`config.mk`:
```
export PLATFORM = sky130hd
export DESIGN_NAME = dcache_bus_arbiter_flat
export DESIGN_NICKNAME = d
export VERILOG_FILES = /design/src/rtl/dcache_bus_arbiter_if.sv /design/src/rtl/dcache_bus_arbiter.sv /design/src/flat_wrapper.sv
export SDC_FILE = /design/constraint.sdc
export NUM_CORES = 1
export LEC_CHECK = 0
export ABC_AREA = 1
export BUFFER_PORTS_ARGS = -buffer_cell sky130_fd_sc_hd__buf_2
export CAP_MARGIN = 20
export CORE_AREA = 8 8 129 131
export CTS_CLUSTER_DIAMETER = 80
export CTS_CLUSTER_SIZE = 28
export DETAILED_ROUTE_END_ITERATION = 7
export DIE_AREA = 0 0 137 139
export PLACE_DENSITY = 0.61
export RECOVER_POWER = 100
export SLEW_MARGIN = 5
export SYNTH_ARGS = -nofsm -noshare
export SYNTH_HDL_FRONTEND = slang
export SYNTH_SLANG_ARGS = --single-unit
export TNS_END_PERCENT = 20
```
`constraint.sdc`:
```
create_clock -name clk -period 6 [get_ports clk]
set_clock_uncertainty 0.2 [all_clocks]
set_input_delay 1.2 -clock clk [delete_from_list [all_inputs] [get_ports clk]]
set_output_delay 1.2 -clock clk [all_outputs]
set_load 0.02 [all_outputs]
```
`src/rtl/dcache_bus_arbiter_if.sv`:
```
// Bus bundle between the two D-cache requesters, the arbiter and the D-cache.
// Request format {addr[65:34], wdata[33:2], rd[1], wr[0]}; response format {miss[32], rdata[31:0]}.
interface dcache_bus_arbiter_if #(
    parameter int CNT_W = 16
);
    logic [65:0]        i_p0_bus;
    logic [32:0]        o_p0_bus;
    logic [65:0]        i_p1_bus;
    logic [32:0]        o_p1_bus;
    logic [65:0]        o_dc_bus;
    logic [32:0]        i_dc_bus;
    logic [1:0]         o_owner;
    logic               o_p1_prio;
    logic [3*CNT_W-1:0] o_stats;

    modport slave (
        input  i_p0_bus, i_p1_bus, i_dc_bus,
        output o_p0_bus, o_p1_bus, o_dc_bus, o_owner, o_p1_prio, o_stats
    );

    modport master (
        output i_p0_bus, i_p1_bus, i_dc_bus,
        input  o_p0_bus, o_p1_bus, o_dc_bus, o_owner, o_p1_prio, o_stats
    );
endinterface

```
`src/rtl/dcache_bus_arbiter.sv`:
```
// Two-port D-cache bus arbiter: port 0 (MA stage) has priority, port 1 gains it after MAX_WAIT lost cycles.
// Optional statistics counters are built only when DCARB_STATS_EN is defined.
module dcache_bus_arbiter #(
    parameter int MAX_WAIT = 8,
    parameter int CNT_W    = 16
) (
    input  logic                 clk,
    input  logic                 rst,
    dcache_bus_arbiter_if.slave  bus
);
    typedef enum logic [1:0] {IDLE, BUSY0, BUSY1} state_e;

    localparam logic [1:0]  OWN_NONE = 2'b00;
    localparam logic [1:0]  OWN_P0   = 2'b01;
    localparam logic [1:0]  OWN_P1   = 2'b10;
    localparam logic [32:0] STALL    = {1'b1, 32'h0};
    localparam logic [7:0]  WAIT_MAX = 8'(MAX_WAIT);

    state_e      state_q, state_d;
    logic [7:0]  wait_q, wait_d;
    logic        prio_q, prio_d;
    logic        req0, req1, dc_miss;
    logic [1:0]  owner;

    // An illegal rd+wr request is forwarded as a plain read.
    function automatic logic [65:0] sanitize(input logic [65:0] b);
        return {b[65:2], b[1], b[0] & ~b[1]};
    endfunction

    assign req0    = bus.i_p0_bus[1] | bus.i_p0_bus[0];
    assign req1    = bus.i_p1_bus[1] | bus.i_p1_bus[0];
    assign dc_miss = bus.i_dc_bus[32];

    always_comb begin
        state_d = state_q;
        owner   = OWN_NONE;
        case (state_q)
            IDLE: begin
                if (req1 && (prio_q || !req0)) owner = OWN_P1;
                else if (req0)                 owner = OWN_P0;
                if (dc_miss && owner == OWN_P0) state_d = BUSY0;
                if (dc_miss && owner == OWN_P1) state_d = BUSY1;
            end
            BUSY0: begin
                owner = OWN_P0;
                if (!dc_miss) state_d = IDLE;
            end
            BUSY1: begin
                owner = OWN_P1;
                if (!dc_miss) state_d = IDLE;
            end
            default: state_d = IDLE;
        endcase
    end

    always_comb begin
        wait_d = wait_q;
        if (!req1 || owner == OWN_P1) wait_d = 8'd0;
        else if (wait_q != WAIT_MAX)  wait_d = wait_q + 8'd1;
        prio_d = (wait_d == WAIT_MAX);
    end

    always_ff @(posedge clk or negedge rst) begin
        if (!rst) begin
            state_q <= IDLE;
            wait_q  <= 8'd0;
            prio_q  <= 1'b0;
        end else begin
            state_q <= state_d;
            wait_q  <= wait_d;
            prio_q  <= prio_d;
        end
    end

    // Every output is held at zero while reset is asserted, even mid-transaction.
    always_comb begin
        bus.o_dc_bus  = 66'h0;
        bus.o_p0_bus  = 33'h0;
        bus.o_p1_bus  = 33'h0;
        bus.o_owner   = OWN_NONE;
        bus.o_p1_prio = 1'b0;
        if (rst) begin
            bus.o_owner   = owner;
            bus.o_p1_prio = prio_q;
            if (owner == OWN_P0)      bus.o_dc_bus = sanitize(bus.i_p0_bus);
            else if (owner == OWN_P1) bus.o_dc_bus = sanitize(bus.i_p1_bus);
            if (owner == OWN_P0) bus.o_p0_bus = bus.i_dc_bus;
            else if (req0)       bus.o_p0_bus = STALL;
            if (owner == OWN_P1) bus.o_p1_bus = bus.i_dc_bus;
            else if (req1)       bus.o_p1_bus = STALL;
        end
    end

`ifdef DCARB_STATS_EN
    localparam logic [CNT_W-1:0] ONE = 1;
    logic [CNT_W-1:0] p0_cnt_q, p1_cnt_q, conf_cnt_q;

    always_ff @(posedge clk or negedge rst) begin
        if (!rst) begin
            p0_cnt_q   <= '0;
            p1_cnt_q   <= '0;
            conf_cnt_q <= '0;
        end else begin
            if (state_q == IDLE && owner == OWN_P0) p0_cnt_q <= p0_cnt_q + ONE;
            if (state_q == IDLE && owner == OWN_P1) p1_cnt_q <= p1_cnt_q + ONE;
            if (req0 && req1)                       conf_cnt_q <= conf_cnt_q + ONE;
        end
    end

    assign bus.o_stats = {p0_cnt_q, p1_cnt_q, conf_cnt_q};
`else
    assign bus.o_stats = {(3*CNT_W){1'b0}};
`endif
endmodule

```
`src/flat_wrapper.sv`:
```
// flat-port wrapper written by rule: the top's interface ports become plain ports
module dcache_bus_arbiter_flat 
#(
    parameter int MAX_WAIT = 8,
    parameter int CNT_W    = 16
)
  (clk, rst, bus_i_p0_bus, bus_i_p1_bus, bus_i_dc_bus, bus_o_p0_bus, bus_o_p1_bus, bus_o_dc_bus, bus_o_owner, bus_o_p1_prio, bus_o_stats);
  dcache_bus_arbiter_if #(.CNT_W(CNT_W)) bus_i ();
  input  logic clk;
  input  logic rst;
  input wire logic [$bits(bus_i.i_p0_bus)-1:0] bus_i_p0_bus;
  input wire logic [$bits(bus_i.i_p1_bus)-1:0] bus_i_p1_bus;
  input wire logic [$bits(bus_i.i_dc_bus)-1:0] bus_i_dc_bus;
  output wire logic [$bits(bus_i.o_p0_bus)-1:0] bus_o_p0_bus;
  output wire logic [$bits(bus_i.o_p1_bus)-1:0] bus_o_p1_bus;
  output wire logic [$bits(bus_i.o_dc_bus)-1:0] bus_o_dc_bus;
  output wire logic [$bits(bus_i.o_owner)-1:0] bus_o_owner;
  output wire logic [$bits(bus_i.o_p1_prio)-1:0] bus_o_p1_prio;
  output wire logic [$bits(bus_i.o_stats)-1:0] bus_o_stats;
  assign bus_i.i_p0_bus = bus_i_p0_bus;
  assign bus_i.i_p1_bus = bus_i_p1_bus;
  assign bus_i.i_dc_bus = bus_i_dc_bus;
  assign bus_o_p0_bus = bus_i.o_p0_bus;
  assign bus_o_p1_bus = bus_i.o_p1_bus;
  assign bus_o_dc_bus = bus_i.o_dc_bus;
  assign bus_o_owner = bus_i.o_owner;
  assign bus_o_p1_prio = bus_i.o_p1_prio;
  assign bus_o_stats = bus_i.o_stats;
  dcache_bus_arbiter #(.MAX_WAIT(MAX_WAIT), .CNT_W(CNT_W)) u_core (.clk(clk), .rst(rst), .bus(bus_i));
endmodule
```
==> results of run 1 <==
## worst max-delay path by stage
stage / from / end / slack (ps) / cells after the start
after global placement: bus_i_p0_bus[0] / bus_o_dc_bus[11] / 890 / 11
after global routing: bus_i_p0_bus[1] / bus_o_dc_bus[10] / 320 / 10
after CTS: bus_i_p0_bus[0] / bus_o_dc_bus[11] / 880 / 11
after detailed placement: bus_i_p0_bus[0] / bus_o_dc_bus[8] / 910 / 11
final: bus_i_p0_bus[1] / bus_o_dc_bus[15] / 670 / 10
after floorplan: bus_i_p1_bus[1] / bus_o_dc_bus[35] / 2170 / 11
## flip-flops by register name (all words and copies together), names as in the netlist
register	cells
u_core.state_q	2
u_core.wait_q	8
u_core.prio_q	1
## cell usage in the layout (no fill, tap or decap), types with 4 or more instances in the layout
cell,count
buf_2,175
nand2_1,129
clkbuf_1,128
nor3_1,67
a21oi_1,49
conb_1,48
inv_1,47
nand2_4,22
a21oi_2,21
nor2_1,18
dfrtp_1,11
nand3_1,8
o21ai_0,7
inv_2,4
## routing by layer
layer	vias to the layer above	wire length, µm	GRT usage [%]	part of all wire (%)
li1	1989	-	-	-
met1	1709	5090	14.4	40
met2	187	6460	22.3	51
met3	0	1210	2.50	9.5
met4	0	0	0.858	0
met5	-	0	0	0
## critical path: cells and delay by family
family / cells / cell delay [ps]
AOI/OAI and AO/OA: 2 / 360
buffers and inverters: 4 / 1590
and+or+nand+nor: 4 / 760
## metrics by stage
stage                     area (µm²)  hold slack, ps  power (mW)  setup slack (ps)  instances
after floorplan                 3020             288       0.981              2170        530
after global placement          4220             332        1.21               894        941
after detailed placement        4220             328        1.21               909        941
after CTS                       4300             343        1.34               878        945
after global routing            4120             382        1.41               323        945
final                           4120             349        1.28               671        945
## power breakdown
part           total (mW)  internal [mW]  switching [mW]
Sequential          0.109         0.0925          0.0161
Combinational        1.05          0.284           0.764
Clock               0.124         0.0894          0.0346
Total                1.28          0.466           0.815
## layout make-up
type / instances / share of cell area, %
well taps: 188 / 5.71
flip-flops and latches: 11 / 6.68
inverters: 53 / 4.92
multi-input cells: 384 / 47.5
repair buffers: 305 / 33.3
clock buffers: 4 / 1.91
## logic make-up (layout without fill, tap and decap cells)
logic type | Yosys count | count (layout) | share of synthesized area [%]
simple gates | 250 | 250 | 43.2
buf+inv | 135 | 362 | 27.6
compound gates | 80 | 80 | 17.1
flops | 11 | 11 | 9.69
fa+ha+maj | 3 | 3 | 1.32
xor+xnor | 3 | 3 | 0.925
other cells | 1 | 48 | 0.132
==> results.txt, run 1 <==
H-tree levels = 1
First-pass GRT wire length = 19,300 µm
Diodes inserted = 0
Post-synth top cells = nand2_1, nor3_1, a21oi_1
Peak supply drop = 0.138 mV
CTS max path bufs = 2
Post-Route Utilization = 27.9%
Row count = 45
Max Cap Violations = 1
Postcts setup bufs = 0
Post-Synthesis Cells = 483
Worst R2R Setup Slack = 3720 ps
Via count = 3,885
Yosys reg bits = 11
Tmin final = 5330 ps
CP arrival = 3930 ps
Fraction of final layout cells sized beyond drive strength 1 = 30.8%
I/O Buffers = 301
Die area = 19,000 µm²
Cts bufs inserted = 3
GPL Wtd Cong = 0.835
Die W = 137 µm
Area of the multi-input gates = 1960 µm²
Ys async rst share = 100%
Final period utilization = 88.8%
Clk_lat worst skew = 240 ps
Static Leak = 2.07 nW
Slowest CP cell = inv_2
Area Growth Syn to Fin = 45.0%
Vias in the first global route = 3,691
Yosys warnings = 0
Setup violations, final = 0
Min-delay src = u_core.state_q[0]$_DFFE_PN0P_
Root Buffer = clkbuf_16
Syn avg cell area = 5.88 µm²
DRT Pass-1 Iters = 5
RSZ-0062 raised after global routing = false
Synthesized cell area = 2840 µm²
FF-to-FF path depth = 7
Initial Utilization = 19.3%
# hold bufs at CTS = 0
Slew at the pin closest to its max-slew limit = 1530 ps
DR iter-0 viols = 255
Antenna-violating nets left = 0
Worst Hold Path EP = u_core.state_q[0]$_DFFE_PN0P_
Slew Viols, Final = 134
Final Routed Wirelength = 12,800 µm
Routed length per placed instance = 13.5 µm
Slew margin rel. = -1.70%
CTS tree = yes
Die H = 139 µm
Top-count cell post-synth = nand2_1
Clk sinks = 11
Setup_tns = 0 ps
Failing checks = max-capacitance violations, max-slew violations
CP max stage delay = 630 ps
WP data required = 4600 ps
Total track usage = 12.1%
Area leader, netlist = nand2_1
Achievable Freq = 188 MHz
Initial antenna violation count = 0
Boundary pin count = 350
Crit-path cells = clkbuf_1 > o21bai_1 > nand3_1 > nand2_1 > nand3_4 > inv_2 > clkbuf_2 > nand2_1 > a21oi_2 > clkbuf_1
Pwr dens = 311 nW/µm²
Drt via density = 4.11
Worst-path maximum fanout = 39
CORE AREA = 14,800 µm²
Top cells by area, synth = nand2_1, buf_4, nor3_1
Unique cell type count in the Yosys netlist = 27
Final #Nets = 928
# DRC = 0
FF-to-FF End = u_core.wait_q[5]$_DFF_PN0_
RR Startpoint = u_core.state_q[0]$_DFFE_PN0P_
Top FF cell, synth = dfrtp_1
Critical Path End Type = output pin
Post-DP HPWL = 10,400 µm
GRT overflow = 0
Post_cts resized = 0
Sequential area share after synthesis = 9.69%
Register area = 275 µm²
Crit start category = input port
Final Hold Vio Count = 0
Top cell type's share of synthesized area = 16.9%
Post-synth EDFFs = 0
Largest net degree at the start of global routing = 134
CTS clk-pin slew, worst paths = 40 ps
Status = complete, but fails checks
Fillers = 1,757
Worst min path class = flip-flop to flip-flop
Crit path kind = input port to output pin
Hold path depth = 2
No activity file was read; power rests on OpenSTA's default activity.
==> run 2: changes to the inputs <==
- CAP_MARGIN: 20 -> 25
- clock period: 6 -> 5.84 ns (I/O delays scaled with it)
==> run 2 against run 1 <==
The flow now finishes without violations. Non-clock buffer count decreased by 1. Design area increased by 0.43%. Count of clock-buffer cells in the layout unchanged. Total power increased by 3.3%. Global-route usage decreased by 0.38 points. Wire length decreased by 1.5%. Critical path type unchanged. Largest cell class unchanged. Highest routed layer is now met4.
==> results.txt, run 2 (synthesized netlist as in run 1, its figures left out) <==
Cts bufs inserted = 3 (unchanged)
Slew Viols, Final = 0 (was 134)
Slew at the pin closest to its max-slew limit = 950 ps (was 1530 ps)
Vias in the first global route = 3,625 (was 3,691)
CP max stage delay = 760 ps (was 630 ps)
Max Cap Violations = 0 (was 1)
Final period utilization = 86.7%
Register area = 275 µm² (unchanged)
Pwr dens = 320 nW/µm² (was 311 nW/µm²)
Diodes inserted = 0 (unchanged)
Post_cts resized = 0 (unchanged)
Status = completed (was complete, but fails checks)
Slew margin rel. = 36.7% (was -1.70%)
Worst-path maximum fanout = 41 (was 39)
Antenna-violating nets left = 0 (unchanged)
# DRC = 0 (unchanged)
Peak supply drop = 0.165 mV (was 0.138 mV)
First-pass GRT wire length = 18,800 µm (was 19,300 µm)
Biggest regs = u_core.wait_q: 8 flops, u_core.state_q: 2 flops, u_core.prio_q: 1 flops (unchanged)
Post-DP HPWL = 10,500 µm (was 10,400 µm)
Final #Nets = 927 (was 928)
Area Growth Syn to Fin = 45.6% (was 45.0%)
Fraction of final layout cells sized beyond drive strength 1 = 31.0% (was 30.8%)
GRT overflow = 0 (unchanged)
CTS max path bufs = 2 (unchanged)
WP data required = 4470 ps (was 4600 ps)
# hold bufs at CTS = 0 (unchanged)
Die H = 139 µm (unchanged)
GPL Wtd Cong = 0.808 (was 0.835)
Crit-path cells = clkbuf_1 > inv_1 > nand2_1 > a21oi_1 > nand2_2 > nand3_4 > inv_1 > buf_12 > nand2_1 > a21oi_2 > clkbuf_1 (was clkbuf_1 > o21bai_1 > nand3_1 > nand2_1 > nand3_4 > inv_2 > clkbuf_2 > nand2_1 > a21oi_2 > clkbuf_1)
Dpl cell area = 4240 µm² (was 4220 µm²)
Root Buffer = clkbuf_16 (unchanged)
Slowest CP cell = inv_1 (was inv_2)
I/O Buffers = 301 (unchanged)
Setup_tns = 0 ps (unchanged)
RSZ-0062 raised after global routing = false (unchanged)
Total track usage = 11.7% (was 12.1%)
Drt via density = 4.08 (was 4.11)
Static Leak = 2.10 nW (was 2.07 nW)
Final Hold Vio Count = 0 (unchanged)
Number of flip-flops under the largest register name = 8 (unchanged)
Most frequent cells in the layout = buf_2, nand2_1, clkbuf_1 (unchanged)
Post-Layout Inst Area = 4140 µm² (was 4120 µm²)
Die W = 137 µm (unchanged)
Crit path kind = input port to output pin (unchanged)
DR iter-0 viols = 201 (was 255)
Achievable Freq = 198 MHz
Reg with most FFs = u_core.wait_q (unchanged)
Fillers = 1,770 (was 1,757)
Die area = 19,000 µm² (unchanged)
Clk_lat worst skew = 240 ps (about the same)
H-tree levels = 1 (unchanged)
CORE AREA = 14,800 µm² (unchanged)
Row count = 45 (unchanged)
Clk sinks = 11 (unchanged)
Initial Utilization = 19.3% (unchanged)
Via count = 3,853 (was 3,885)
Boundary pin count = 350 (unchanged)
Postcts setup bufs = 0 (unchanged)
Largest net degree at the start of global routing = 84 (was 134)
CP arrival = 3690 ps (was 3930 ps)
Initial antenna violation count = 0 (unchanged)
Most common cell after layout, fill and taps aside = buf_2 (unchanged)
Critical Path End Type = output pin (unchanged)
Tmin final = 5060 ps
Routed length per placed instance = 13.3 µm (was 13.5 µm)
CTS tree = yes (unchanged)
DRT Pass-1 Iters = 5 (unchanged)
Final Routed Wirelength = 12,600 µm (was 12,800 µm)
Worst min path class = flip-flop to flip-flop (unchanged)
Area of the multi-input gates = 1940 µm² (was 1960 µm²)
CTS clk-pin slew, worst paths = 40 ps (about the same)
Setup violations, final = 0 (unchanged)
Crit start category = input port (unchanged)
run 2: cell count changes in the layout (fill, tap and decap cells not counted), sizes merged:
cell	previous run	this run
buf	176	182
clkbuf	133	126
run 2: cell type report:
| class | count | share of cell area [%] |
|---|---|---|
| clock buffer | 4 | 1.91 |
| inverter | 53 | 4.90 |
| multi-input combinational | 384 | 47.0 |
| sequential | 11 | 6.65 |
| tap | 188 | 5.68 |
| timing repair buffer | 304 | 33.9 |
run 2: power by group:
group          leakage [nW]  total [mW]  switching [mW]  internal, mW
logic                  1.91        1.09           0.780         0.306
registers             0.147       0.112          0.0170        0.0951
clock network        0.0382       0.126          0.0340        0.0917
run 2: worst paths after layout:
| path | from | endpoint | slack, ps | cells past startpoint |
|---|---|---|---|---|
| max in group asynchronous | rst | u_core.wait_q[5]$_DFF_PN0_ | 4100 | 1 |
| setup reg to reg | u_core.state_q[0]$_DFFE_PN0P_ | u_core.wait_q[5]$_DFF_PN0_ | 3670 | 7 |
| hold reg to reg | u_core.state_q[0]$_DFFE_PN0P_ | u_core.state_q[0]$_DFFE_PN0P_ | 350 | 2 |
| hold / removal | u_core.state_q[0]$_DFFE_PN0P_ | u_core.state_q[0]$_DFFE_PN0P_ | 350 | 2 |
| setup / recovery | bus_i_p1_bus[1] | bus_o_dc_bus[15] | 780 | 11 |
| min in group asynchronous | rst | u_core.prio_q$_DFF_PN0_ | 810 | 1 |
run 2: metal layers:
| layer | global-route usage (%) | wire length [µm] | vias to the layer above |
|---|---|---|---|
| met5 | 0 | 0 | - |
| met4 | 1.03 | 38 | 0 |
| met3 | 2.90 | 1480 | 4 |
| met2 | 21.3 | 6320 | 190 |
| met1 | 13.8 | 4720 | 1675 |
| li1 | - | - | 1984 |
run 2: critical path: cells and delay by family:
family,cells,cell delay (ps)
compound gates,2,290
buf+inv,5,1460
simple gates,4,740
run 2: per-stage QoR:
step                      utilization [%]  std cells  hold WS [ps]  total power, mW  setup slack, ps
after detailed placement             28.7        940           339             1.25             1130
after CTS                            29.3        944           354             1.38             1130
final                                28.0        944           351             1.32              779
after global routing                 28.0        944           393             1.45              468
after floorplan                         -        530           288             1.01             2070
after global placement               28.7        940           334             1.25             1100
